## src/rtl/imem_boot_loader_if.sv

```systemverilog
// Byte-stream receive and instruction-memory write signals of the boot loader.
// The loader takes the master side; the host link and memory model take the slave side.
interface imem_boot_loader_if #(
  parameter int ADDR_W = 64
);
  logic [7:0]        rx_data;
  logic              rx_valid;
  logic              rx_ready;
  logic              imem_we;
  logic [ADDR_W-1:0] imem_addr;
  logic [31:0]       imem_wdata;

  modport master (
    input  rx_data,
    input  rx_valid,
    output rx_ready,
    output imem_we,
    output imem_addr,
    output imem_wdata
  );

  modport slave (
    output rx_data,
    output rx_valid,
    input  rx_ready,
    input  imem_we,
    input  imem_addr,
    input  imem_wdata
  );
endinterface

```

## src/rtl/imem_boot_loader.sv

```systemverilog
// Packs a length-prefixed little-endian byte stream into 32-bit instruction words and
// writes them to imem at 0,4,8,...; keeps the core in reset until the program is loaded.
module imem_boot_loader #(
  parameter int MAX_WORDS = 64,
  parameter int ADDR_W    = 64
) (
  input  logic                clk,
  input  logic                reset,
  imem_boot_loader_if.master  bus,
  output logic                cpu_reset,
  output logic                done,
  output logic                error,
  output logic [15:0]         word_count
);

  localparam logic [15:0] MAX_W16 = 16'(MAX_WORDS);

  typedef enum logic [2:0] {
    S_HDR0,
    S_HDR1,
    S_DATA,
    S_WRDONE,
    S_DONE,
    S_ERROR
  } state_e;

  state_e            state_q,     state_d;
  logic [7:0]        n_lo_q,      n_lo_d;
  logic [15:0]       n_words_q,   n_words_d;
  logic [1:0]        byte_cnt_q,  byte_cnt_d;
  logic [23:0]       pack_q,      pack_d;
  logic              rx_ready_q,  rx_ready_d;
  logic              we_q,        we_d;
  logic [ADDR_W-1:0] addr_q,      addr_d;
  logic [31:0]       wdata_q,     wdata_d;
  logic              cpu_reset_q, cpu_reset_d;
  logic              done_q,      done_d;
  logic              error_q,     error_d;
  logic [15:0]       count_q,     count_d;

  logic              xfer;
  logic [15:0]       n_hdr;

  assign xfer  = bus.rx_valid && rx_ready_q;
  assign n_hdr = {bus.rx_data, n_lo_q};

  always_ff @(posedge clk) begin
    if (reset) begin
      state_q     <= S_HDR0;
      n_lo_q      <= '0;
      n_words_q   <= '0;
      byte_cnt_q  <= '0;
      pack_q      <= '0;
      rx_ready_q  <= 1'b0;
      we_q        <= 1'b0;
      addr_q      <= '0;
      wdata_q     <= '0;
      cpu_reset_q <= 1'b1;
      done_q      <= 1'b0;
      error_q     <= 1'b0;
      count_q     <= '0;
    end else begin
      state_q     <= state_d;
      n_lo_q      <= n_lo_d;
      n_words_q   <= n_words_d;
      byte_cnt_q  <= byte_cnt_d;
      pack_q      <= pack_d;
      rx_ready_q  <= rx_ready_d;
      we_q        <= we_d;
      addr_q      <= addr_d;
      wdata_q     <= wdata_d;
      cpu_reset_q <= cpu_reset_d;
      done_q      <= done_d;
      error_q     <= error_d;
      count_q     <= count_d;
    end
  end

  always_comb begin
    state_d    = state_q;
    n_lo_d     = n_lo_q;
    n_words_d  = n_words_q;
    byte_cnt_d = byte_cnt_q;
    pack_d     = pack_q;
    we_d       = 1'b0;
    addr_d     = addr_q;
    wdata_d    = wdata_q;
    count_d    = count_q;

    unique case (state_q)
      S_HDR0: begin
        if (xfer) begin
          n_lo_d  = bus.rx_data;
          state_d = S_HDR1;
        end
      end
      S_HDR1: begin
        if (xfer) begin
          n_words_d = n_hdr;
          if ((n_hdr == 16'd0) || (n_hdr > MAX_W16)) state_d = S_ERROR;
          else                                      state_d = S_DATA;
        end
      end
      S_DATA: begin
        if (xfer) begin
          byte_cnt_d = byte_cnt_q + 2'd1;
          unique case (byte_cnt_q)
            2'd0: pack_d[7:0]   = bus.rx_data;
            2'd1: pack_d[15:8]  = bus.rx_data;
            2'd2: pack_d[23:16] = bus.rx_data;
            2'd3: begin
              // Word complete: strobe lands on the next cycle while the next word's
              // bytes may already be arriving.
              we_d    = 1'b1;
              addr_d  = ADDR_W'({count_q, 2'b00});
              wdata_d = {bus.rx_data, pack_q};
              count_d = count_q + 16'd1;
              if (count_q == n_words_q - 16'd1) state_d = S_WRDONE;
            end
            default: ;
          endcase
        end
      end
      S_WRDONE: state_d = S_DONE;
      S_DONE:   state_d = S_DONE;
      S_ERROR:  state_d = S_ERROR;
      default:  state_d = S_HDR0;
    endcase

    // Status outputs are registered images of the state being entered.
    rx_ready_d  = (state_d == S_HDR0) || (state_d == S_HDR1) || (state_d == S_DATA);
    done_d      = (state_d == S_DONE);
    error_d     = (state_d == S_ERROR);
    cpu_reset_d = (state_d != S_DONE);
  end

  assign bus.rx_ready   = rx_ready_q;
  assign bus.imem_we    = we_q;
  assign bus.imem_addr  = addr_q;
  assign bus.imem_wdata = wdata_q;
  assign cpu_reset      = cpu_reset_q;
  assign done           = done_q;
  assign error          = error_q;
  assign word_count     = count_q;

endmodule

```

## src/flat_wrapper.sv

```systemverilog
// flat-port wrapper written by rule: the top's interface ports become plain ports
module imem_boot_loader_flat 
#(
  parameter int MAX_WORDS = 64,
  parameter int ADDR_W    = 64
)
  (clk, reset, cpu_reset, done, error, word_count, bus_rx_data, bus_rx_valid, bus_rx_ready, bus_imem_we, bus_imem_addr, bus_imem_wdata);
  imem_boot_loader_if #(.ADDR_W(ADDR_W)) bus_i ();
  input  logic clk;
  input  logic reset;
  output logic cpu_reset;
  output logic done;
  output logic error;
  output logic [15:0] word_count;
  input wire logic [$bits(bus_i.rx_data)-1:0] bus_rx_data;
  input wire logic [$bits(bus_i.rx_valid)-1:0] bus_rx_valid;
  output wire logic [$bits(bus_i.rx_ready)-1:0] bus_rx_ready;
  output wire logic [$bits(bus_i.imem_we)-1:0] bus_imem_we;
  output wire logic [$bits(bus_i.imem_addr)-1:0] bus_imem_addr;
  output wire logic [$bits(bus_i.imem_wdata)-1:0] bus_imem_wdata;
  assign bus_i.rx_data = bus_rx_data;
  assign bus_i.rx_valid = bus_rx_valid;
  assign bus_rx_ready = bus_i.rx_ready;
  assign bus_imem_we = bus_i.imem_we;
  assign bus_imem_addr = bus_i.imem_addr;
  assign bus_imem_wdata = bus_i.imem_wdata;
  imem_boot_loader #(.MAX_WORDS(MAX_WORDS), .ADDR_W(ADDR_W)) u_core (.clk(clk), .reset(reset), .bus(bus_i), .cpu_reset(cpu_reset), .done(done), .error(error), .word_count(word_count));
endmodule
```

## config.mk

```make
export PLATFORM = sky130hd
export DESIGN_NAME = imem_boot_loader_flat
export DESIGN_NICKNAME = d
export VERILOG_FILES = /design/src/rtl/imem_boot_loader_if.sv /design/src/rtl/imem_boot_loader.sv /design/src/flat_wrapper.sv
export SDC_FILE = /design/constraint.sdc
export NUM_CORES = 1
export LEC_CHECK = 0
export BUFFER_PORTS_ARGS = -buffer_cell sky130_fd_sc_hd__buf_2
export CAP_MARGIN = 10
export CORE_ASPECT_RATIO = 1.75
export CORE_MARGIN = 3
export CORE_UTILIZATION = 58
export DETAILED_ROUTE_END_ITERATION = 6
export GPL_ROUTABILITY_DRIVEN = 0
export PLACE_DENSITY = 0.91
export SLEW_MARGIN = 0
export SYNTH_ARGS = -nofsm -noshare
export SYNTH_HDL_FRONTEND = slang
export SYNTH_SLANG_ARGS = --single-unit
```

## constraint.sdc

```tcl
create_clock -name clk -period 4.6 [get_ports clk]
set_clock_uncertainty 0.1 [all_clocks]
set_input_delay 0 -clock clk [delete_from_list [all_inputs] [get_ports clk]]
set_output_delay 0 -clock clk [all_outputs]
set_load 0.01 [all_outputs]
```

==> impl_metrics.tcl, run 1 <==
set metrics [dict create \
    diodes 0 \
    cts_max_level 4 \
    max_stage_delay_ns 0.50 \
    crit_type "reg -> reg" \
    worst-endpoint-arrival_ns 2.88 \
    rsz0062_at_grt "no" \
    grt_pass1_wl_um 22600 \
    holdPathEnd "u_core.n_lo_q[0]$_SDFFE_PP0P_" \
    reg2reg_depth 8 \
    rows 45 \
    min-delay-path-class "in -> reg" \
    ys_types 50 \
    rrSetupSlack_ns 1.93 \
    post_cts_buffers 0 \
    muxShareOfSynthArea 0.0167 \
    start_util 0.609 \
    ant_nets 0 \
    yosysSeqAreaShare 0.453 \
    p_total_w 0.00257 \
    syn_inst 671 \
    fmax_ghz 0.374 \
    synth.ff_latch_count 122 \
    hold_viol_final 0 \
    clk_path_buf_depth 2 \
    layout.nets 758 \
    drt_iter0_drc 426 \
    io_pins 128 \
    setup_ws_ns 1.93 \
    cts_tree "built" \
    synthSimpleGateAreaFrac 0.235 \
    synth_top_family_by_area "simple AND/OR/NAND/NOR gates" \
    end_kind "flop" \
    synth_edf_count 0 \
    hp-start "reset" \
    numCtsBuffers 17 \
    instances_no_fill 871 \
    area_growth_pct 17.6 \
    fin_util 0.717 \
    crit_path_start_kind "flop" \
    core_area_mm2 0.00884 \
    ys.warnings.count 0 \
    drc 0 \
    antenna_found_initial 0 \
    r2r_start "u_core.n_words_q[0]$_SDFFE_PP0P_" \
    fin_tns_setup_ns 0 \
    grtUsageTotal 0.275 \
    synth_area_mm2 0.00539 \
    cts_root_buffer "clkbuf_16" \
    die_x_um 78.9 \
    slew_headroom 0.218 \
    grt_max_degree 120 \
    synth_compound_area_frac 0.125 \
    clock-sinks 122 \
    wl_per_cell_um 16.5 \
    via_per_inst 5.76 \
    clkSlewWorstSetupHoldPaths_ns 0.05 \
    status "finished clean" \
    clock_latency_ns 0.41 \
    cp_max_fo 8 \
    drt_pass1_iterations 5 \
    die_h_um 134 \
    whs_path_depth 2 \
    cts_resized 0 \
    min_period_ns 2.67 \
    setup_violations 0 \
    slew_viol_final 0 \
    dp.cells 830 \
    grt.overflow.total 0 \
    powerDensity_mw_per_mm2 405 \
    portBuffers 79 \
    synth-async-reset-ratio 0 \
    cp_cell_sequence "inv_1 -> ha_1 -> nor3b_2 -> a21boi_1 -> a2111oi_1 -> o2111ai_1 -> a2111o_1 -> and3_1" \
    synth-xor-area-share 0.0520 \
    vias 5017 \
    ys.flop_type "dfxtp_1" \
    grt_pass1_vias 4789 \
    critical_path_required_ns 4.80 \
    slowest_stage "a2111o_1" \
    synthAdderAreaFrac 0.0139 \
    vdd_drop_max_mv 0.323 \
    dp_hpwl_um 9050 \
    synth_area_per_cell_um2 8.03 \
    maxCapViolCount 0 \
    worst_slew_pin_slew_ns 1.17 \
    p_leak_nw 2.60 \
    dpl_worst_slack_ns 2.06 \
    period_share 0.581 \
    drive_above_1_share 0.158 \
    wirelength_um 14300 \
    die_area_mm2 0.0105 \
    reg2reg_to "u_core.done$_SDFF_PP0_" \
]
metrics by stage:
stage | hold slack, ns | cell area, um^2
2_1_floorplan | 0.0360 | 5560
3_3_place_gp | 0.216 | 5610
3_5_place_dp | 0.220 | 5610
4_1_cts | 0.154 | 6340
5_1_grt | 0.197 | 6340
6_report | 0.146 | 6340
critical path, delay by kind of cell (launching register included):
| family | cells | cell delay [ns] |
|---|---|---|
| AO/OA/AOI/OAI | 4 | 1.19 |
| buffers and inverters | 1 | 0.08 |
| AND/OR/NAND/NOR | 2 | 0.64 |
| adder cells (fa/ha/maj) | 1 | 0.18 |
| flip-flops | 1 | 0.37 |
placed cells by master, fill, tap and decap left out, types with 10 or more instances in the layout:
master / n
nand2_1: 166
buf_2: 78
a21oi_1: 99
xnor2_1: 23
nor3_1: 10
inv_1: 10
dfxtp_1: 122
nand3_1: 32
clkbuf_16: 17
nor2_1: 29
conb_1: 48
how the worst max path moves through the flow:
stage / startpoint / to / slack [ns]
global placement: u_core.n_words_q[0]$_SDFFE_PP0P_ / u_core.bus.rx_ready$_SDFF_PP0_ / 2.17
finish: u_core.n_words_q[0]$_SDFFE_PP0P_ / u_core.done$_SDFF_PP0_ / 1.93
global route: u_core.byte_cnt_q[0]$_SDFFE_PP0P_ / u_core.bus.imem_wdata[12]$_SDFFE_PP0P_ / 1.79
detailed placement: u_core.n_words_q[0]$_SDFFE_PP0P_ / u_core.bus.rx_ready$_SDFF_PP0_ / 2.06
floorplan: u_core.n_words_q[0]$_SDFFE_PP0P_ / u_core.bus.rx_ready$_SDFF_PP0_ / 2.30
CTS: u_core.n_words_q[0]$_SDFFE_PP0P_ / u_core.bus.rx_ready$_SDFF_PP0_ / 2.01
per-layer routing:
metal / up-vias / share of wire / GRT usage
li1: 2293 / - / -
met5: - / 0 / 0
met4: 0 / 0.066 / 0.188
met3: 84 / 0.077 / 0.0704
met1: 2321 / 0.33 / 0.269
met2: 319 / 0.52 / 0.494
layout make-up:
| type | instances | area [um^2] |
|---|---|---|
| Multi-Input combinational cell | 499 | 2570 |
| Clock inverter | 9 | 136 |
| Fill cell | 640 | 2500 |
| Inverter | 10 | 37.5 |
| Tap cell | 117 | 146 |
| Clock buffer | 23 | 498 |
| Timing Repair Buffer | 91 | 510 |
| Sequential cell | 122 | 2440 |
cell usage after synthesis, types with 2 or more instances:
library cell / number / area (um^2)
a21oi_1: 99 / 495
and3b_1: 2 / 17.5
and3_1: 5 / 31.3
dfxtp_1: 122 / 2440
xnor2_1: 23 / 201
o21ai_0: 6 / 30.0
nand3b_1: 2 / 15.0
buf_1: 4 / 15.0
nor4_1: 4 / 25.0
xor2_1: 9 / 78.8
nand3_1: 32 / 160
mux2i_1: 9 / 90.1
or4_1: 3 / 22.5
clkbuf_1: 32 / 120
nand4_1: 6 / 37.5
buf_4: 48 / 360
and2_1: 3 / 18.8
nor2_1: 29 / 109
a211o_1: 3 / 26.3
or3_1: 9 / 56.3
nand2_1: 166 / 623
inv_1: 10 / 37.5
buf_2: 2 / 10.0
a21boi_1: 2 / 15.0
nor3_1: 10 / 50.1
ha_1: 6 / 75.1
nand2b_1: 2 / 12.5
registers in the layout (all words and copies together), names as in the netlist:
signal	count
u_core.bus.imem_addr	16
u_core.done	1
u_core.n_lo_q	8
u_core.cpu_reset	1
u_core.word_count	16
u_core.n_words_q	16
u_core.state_q	3
u_core.pack_q	24
u_core.bus.imem_we	1
u_core.error	1
u_core.byte_cnt_q	2
u_core.bus.imem_wdata	32
u_core.bus.rx_ready	1
power by group:
| group | internal (W) | switching, W |
|---|---|---|
| Combinational | 0.0000310 | 0.0000724 |
| Clock | 0.000925 | 0.000465 |
| Sequential | 0.00107 | 0.00000800 |
| Total | 0.00202 | 0.000545 |
repair_timing:
action,4_1_cts,5_1_grt
hold buffers,9,0
endpoints found under the hold margin,49,0
setup endpoints to repair,0,0
kinds of logic (layout without fill, tap and decap cells):
logic type	count (synthesis)	in the layout
multiplexers	9	9
other	1	48
flip-flops	122	122
XOR/XNOR	32	32
AO/OA/AOI/OAI	122	122
adder cells (fa/ha/maj)	6	6
AND/OR/NAND/NOR	282	282
buffers and inverters	97	133
Power figures use the tool's default switching activity.
==> inputs of run 2 (changes only) <==
CORE_UTILIZATION = 54   (was 58)
PLACE_DENSITY = 0.86   (was 0.91)
clock period = 2.8 ns   (was 4.6 ns; I/O delays follow)
==> run 2 against run 1 <==
Register-to-register slack got worse by 1.8 ns. Count of clock-buffer cells in the layout decreased by 1. Core utilization decreased by 5.1 points. Combinational power increased by 71%. Clock power increased by 55%. Setup slack got worse by 1.8 ns. Global-route usage decreased by 2.4 points. Via count decreased by 1.6%. Worst hold slack improved by 0.20 ns. Largest cell class unchanged. Highest routed layer unchanged.
==> impl_metrics.tcl, run 2 (synthesis gave the netlist of run 1 again) <==
set metrics [dict create \
    p_sw_w 0.000861 \
    min-delay-path-class "reg -> reg" \
    max_stage_delay_ns 0.50 \
    worst_slew_pin_slew_ns 0.687 \
    nFillCells 761 \
    fin_util 0.666 \
    largest_reg_flops 32 \
    clkSlewWorstSetupHoldPaths_ns 0.05 \
    post_cts_buffers 0 \
    fmax_ghz 0.373 \
    slowest_stage "a2111o_1" \
    min_period_ns 2.68 \
    pwr-share-comb 0.043 \
    clk_path_buf_depth 2 \
    clockPowerShare 0.526 \
    critical_path_required_ns 3.00 \
    cp_max_fo 6 \
    final_cell_mix "nand2_1 (166), dfxtp_1 (122), a21oi_1 (99), buf_2 (78), conb_1 (48)" \
    switching_share 0.210 \
    wirelength_um 13700 \
    dp.cells 845 \
    vias 4935 \
    diodes 0 \
    hold_viol_final 0 \
    clock_latency_ns 0.41 \
    layout.nets 769 \
    crit_type "reg -> reg" \
    cts_max_level 4 \
    instances_no_fill 885 \
    wl_per_cell_um 15.5 \
    internal-power_w 0.00323 \
    p_leak_nw 2.63 \
    drt_iter0_drc 258 \
    die_x_um 81.5 \
    finalHoldWorstSlack_ns 0.349 \
    crit_path_start_kind "flop" \
    clock-sinks 122 \
    numCtsBuffers 17 \
    dp_hpwl_um 9310 \
    drt_pass1_iterations 7 \
    area_growth_pct 18.5 \
    grtUsageTotal 0.251 \
    cts_root_buffer "clkbuf_16" \
    grt.overflow.total 0 \
    cts_tree "built" \
    ant_nets 0 \
    slew_viol_final 0 \
    die_h_um 138 \
    vdd_drop_max_mv 0.471 \
    slew_headroom 0.542 \
    grt_max_degree 69 \
    portBuffers 79 \
    seqPwrFrac 0.431 \
    grt_pass1_wl_um 21900 \
    setup_violations 0 \
    period_share 0.959 \
    powerDensity_mw_per_mm2 641 \
    start_util 0.562 \
    grt_pass1_vias 4732 \
    io_pins 128 \
    drive_above_1_share 0.165 \
    core_area_mm2 0.00959 \
    maxCapViolCount 0 \
    antenna_found_initial 0 \
    via_per_inst 5.58 \
    status "finished clean" \
    final_common_cell "nand2_1" \
    end_kind "flop" \
    fin_tns_setup_ns 0 \
    worst-endpoint-arrival_ns 2.88 \
    rows 47 \
    cp_cell_sequence "inv_1 -> ha_1 -> xor2_1 -> nand4_1 -> a2111oi_2 -> o2111ai_1 -> a2111o_1 -> and4b_1" \
    die_area_mm2 0.0113 \
    drc 0 \
]
==> run 2: critical path, delay by kind of cell, from the launching register on <==
kind,cells,cell delay (ns)
simple gates,2,0.36
flops,1,0.44
xor+xnor,1,0.15
fa+ha+maj,1,0.31
compound gates,3,1.12
buf+inv,1,0.07
==> run 2: path summary, 6_finish.rpt <==
| check | startpoint | end | slack [ns] | cells after the start |
|---|---|---|---|---|
| max reg2reg | u_core.n_words_q[0]$_SDFFE_PP0P_ | u_core.bus.rx_ready$_SDFF_PP0_ | 0.12 | 8 |
| max | u_core.n_words_q[0]$_SDFFE_PP0P_ | u_core.bus.rx_ready$_SDFF_PP0_ | 0.12 | 8 |
| min | u_core.pack_q[22]$_SDFFE_PP0P_ | u_core.bus.imem_wdata[22]$_SDFFE_PP0P_ | 0.35 | 2 |
| min reg2reg | u_core.pack_q[22]$_SDFFE_PP0P_ | u_core.bus.imem_wdata[22]$_SDFFE_PP0P_ | 0.35 | 2 |
==> run 2: power by group through the flow <==
| stage | sequential, W | clock (W) | combinational [W] |
|---|---|---|---|
| 2_1_floorplan | 0.00180 | 0 | 0.000163 |
| 3_3_place_gp | 0.00180 | 0 | 0.000152 |
| 3_5_place_dp | 0.00180 | 0 | 0.000157 |
| 4_1_cts | 0.00176 | 0.00218 | 0.000169 |
| 5_1_grt | 0.00176 | 0.00226 | 0.000190 |
| 6_report | 0.00176 | 0.00215 | 0.000176 |
==> run 2: timing repair <==
action / 4_1_cts / 5_1_grt
gates resized for setup: 0 / 1
endpoints found under the hold margin: 49 / 0
hold buffers: 10 / 0
endpoints found under the setup margin: 0 / 4
==> run 2: per-layer routing <==
layer / wire (um) / global-route usage / vias to the layer above
met3: 932 / 0.0794 / 55
met5: 0 / 0 / -
met4: 687 / 0.155 / 0
met2: 7250 / 0.431 / 237
met1: 4880 / 0.254 / 2337
li1: - / - / 2306
==> run 2: stage by stage <==
step / total power, W / setup WS, ns / cell area (um^2)
floorplan: 0.00196 / 0.503 / 5560
global placement: 0.00195 / 0.378 / 5700
detailed placement: 0.00196 / 0.267 / 5700
CTS: 0.00411 / 0.0157 / 6380
global route: 0.00421 / -0.0282 / 6380
finish: 0.00409 / 0.115 / 6380
==> run 2: cell type report <==
type	instances	area, um^2	share of cell area
clock buffer	22	464	0.0727
clock inverter	8	120	0.0188
inverter	10	37.5	0.00588
multi-input combinational	499	2570	0.403
sequential	122	2440	0.383
tap	122	153	0.0239
timing repair buffer	102	596	0.0933
==> inputs of run 3 (changes only) <==
CORE_MARGIN = default   (was 3)
CORE_UTILIZATION = 35   (was 54)
PLACE_DENSITY = 0.62   (was 0.86)
==> run 3 against run 2 <==
Non-clock buffer count decreased by 1. Global-route usage decreased by 7.3 points. Die area is 41% higher. Flip-flop and latch count stayed put. Register-to-register slack improved by 0.14 ns. Count of clock-buffer cells in the layout fell by 3. Via count down 6.1%. Core utilization is 24 points lower. Setup slack improved by 0.14 ns. Combinational power is 2% lower. First-iteration DRC count shrank 33%. Critical path type unchanged. Largest cell class unchanged. Largest power group unchanged.
==> impl_metrics.tcl, run 3 (synthesis gave the netlist of run 1 again) <==
set metrics [dict create \
    status "finished clean" \
    clockPowerShare 0.518 \
    min-delay-path-class "in -> reg" \
    worstSetupEndpoint "u_core.bus.rx_ready$_SDFF_PP0_" \
    cts_max_level 4 \
    vias 4633 \
    io_pins 128 \
    r2r_start "u_core.n_words_q[0]$_SDFFE_PP0P_" \
    worst-endpoint-arrival_ns 2.74 \
    critical_path_required_ns 3.00 \
    area_growth_pct 19.6 \
    setup_ws_ns 0.255 \
    switching_share 0.227 \
    clock_latency_ns 0.41 \
    setup.worst_path.start "u_core.n_words_q[0]$_SDFFE_PP0P_" \
    reg2reg_depth 8 \
    reg2reg_to "u_core.bus.rx_ready$_SDFF_PP0_" \
    fmax_ghz 0.393 \
    worst_slew_pin_slew_ns 0.784 \
    clock-sinks 122 \
    start_util 0.360 \
    whs_path_depth 2 \
    cts_tree "built" \
    seqPwrFrac 0.439 \
    ant_nets 0 \
    hold_viol_final 0 \
    crit_type "reg -> reg" \
    rows 59 \
    wl_per_cell_um 14.4 \
    via_per_inst 4.90 \
    grt.overflow.total 0 \
    pwr-share-comb 0.043 \
    drt_pass1_iterations 4 \
    period_share 0.909 \
    wirelength_um 13600 \
    cp_max_fo 6 \
    grt_pass1_wl_um 21600 \
    die_area_mm2 0.0159 \
    grt_pass1_vias 4340 \
    maxCapViolCount 0 \
    crit_path_start_kind "flop" \
    p_sw_w 0.000909 \
    slew_headroom 0.477 \
    rrSetupSlack_ns 0.25 \
    fin_tns_setup_ns 0 \
    min_period_ns 2.55 \
    core_area_mm2 0.0150 \
    grtUsageTotal 0.178 \
    dpl_worst_slack_ns 0.248 \
    portBuffers 79 \
    final_cell_mix "nand2_1 (166), dfxtp_1 (122), a21oi_1 (99), buf_2 (78), conb_1 (48)" \
    diodes 0 \
    layout.nets 768 \
    clk_path_buf_depth 2 \
    vdd_drop_max_mv 0.386 \
    nFillCells 1566 \
    cts_root_buffer "clkbuf_16" \
    drt_iter0_drc 172 \
    final_common_cell "nand2_1" \
    powerDensity_mw_per_mm2 622 \
    clkSlewWorstSetupHoldPaths_ns 0.05 \
    grt_max_degree 74 \
    rsz0062_at_grt "no" \
    die_h_um 166 \
    setup_violations 0 \
    slew_viol_final 0 \
    internal-power_w 0.00310 \
    p_leak_nw 2.61 \
    drc 0 \
    drive_above_1_share 0.167 \
    largest_reg_flops 32 \
    antenna_found_initial 0 \
    dp_hpwl_um 9430 \
    numCtsBuffers 17 \
    die_x_um 95.8 \
    end_kind "flop" \
]
[run 3: critical path, cell delays in order, from the launching register on]
cell and delay, ns:
dfxtp_1 0.43, inv_1 0.07, ha_1 0.30, xor2_1 0.13, nand4_1 0.11, a2111oi_1 0.42, o2111ai_1 0.17, a2111o_1 0.49
and4b_1 0.20
[run 3: cell type report]
cell class	instances	area, um^2	area share
Inverter	10	37.5	0.00582
Timing Repair Buffer	101	611	0.0947
Sequential cell	122	2440	0.379
Tap cell	183	229	0.0355
Clock inverter	11	125	0.0194
Multi-Input combinational cell	499	2570	0.398
Clock buffer	19	433	0.0672
[run 3: metrics by stage]
step / cell area [um^2] / util / std cells / hold WS, ns / total power [W]
6_report: 6450 / 0.430 / 945 / 0.0537 / 0.00401
5_1_grt: 6450 / 0.430 / 945 / 0.0716 / 0.00416
4_1_cts: 6450 / 0.430 / 945 / 0.0365 / 0.00406
3_5_place_dp: 5800 / 0.387 / 906 / 0.244 / 0.00196
3_3_place_gp: 5800 / 0.387 / 906 / 0.243 / 0.00196
2_1_floorplan: 5560 / - / 718 / 0.0360 / 0.00196
[run 3: worst min path at each step]
stage                   startpoint                                      to  slack (ns)
CTS                          reset      u_core.word_count[15]$_SDFFE_PP0P_        0.04
global route                 reset      u_core.word_count[10]$_SDFFE_PP0P_        0.07
floorplan           bus_rx_data[7]       u_core.n_words_q[15]$_SDFFE_PP0P_        0.04
detailed placement  bus_rx_data[3]  u_core.bus.imem_wdata[27]$_SDFFE_PP0P_        0.24
finish                       reset           u_core.n_lo_q[6]$_SDFFE_PP0P_        0.05
global placement    bus_rx_data[3]  u_core.bus.imem_wdata[27]$_SDFFE_PP0P_        0.24
[run 3: per-layer routing]
metal	up-vias	track usage	routed length, um
li1	2307	-	-
met1	2154	0.196	5460
met2	143	0.307	7090
met3	29	0.0366	504
met4	0	0.103	512
met5	-	0	0
[run 3: timing repair]
action                                 4_1_cts  5_1_grt
hold buffers                                 9        0
setup buffers                                0        0
endpoints found under the hold margin       49        0
resized for setup                            0        0
[run 3: power groups by stage]
stage	registers [W]	clock network [W]	logic, W
2_1_floorplan	0.00180	0	0.000163
3_3_place_gp	0.00180	0	0.000161
3_5_place_dp	0.00180	0	0.000161
4_1_cts	0.00176	0.00212	0.000171
5_1_grt	0.00176	0.00221	0.000188
6_report	0.00176	0.00208	0.000172
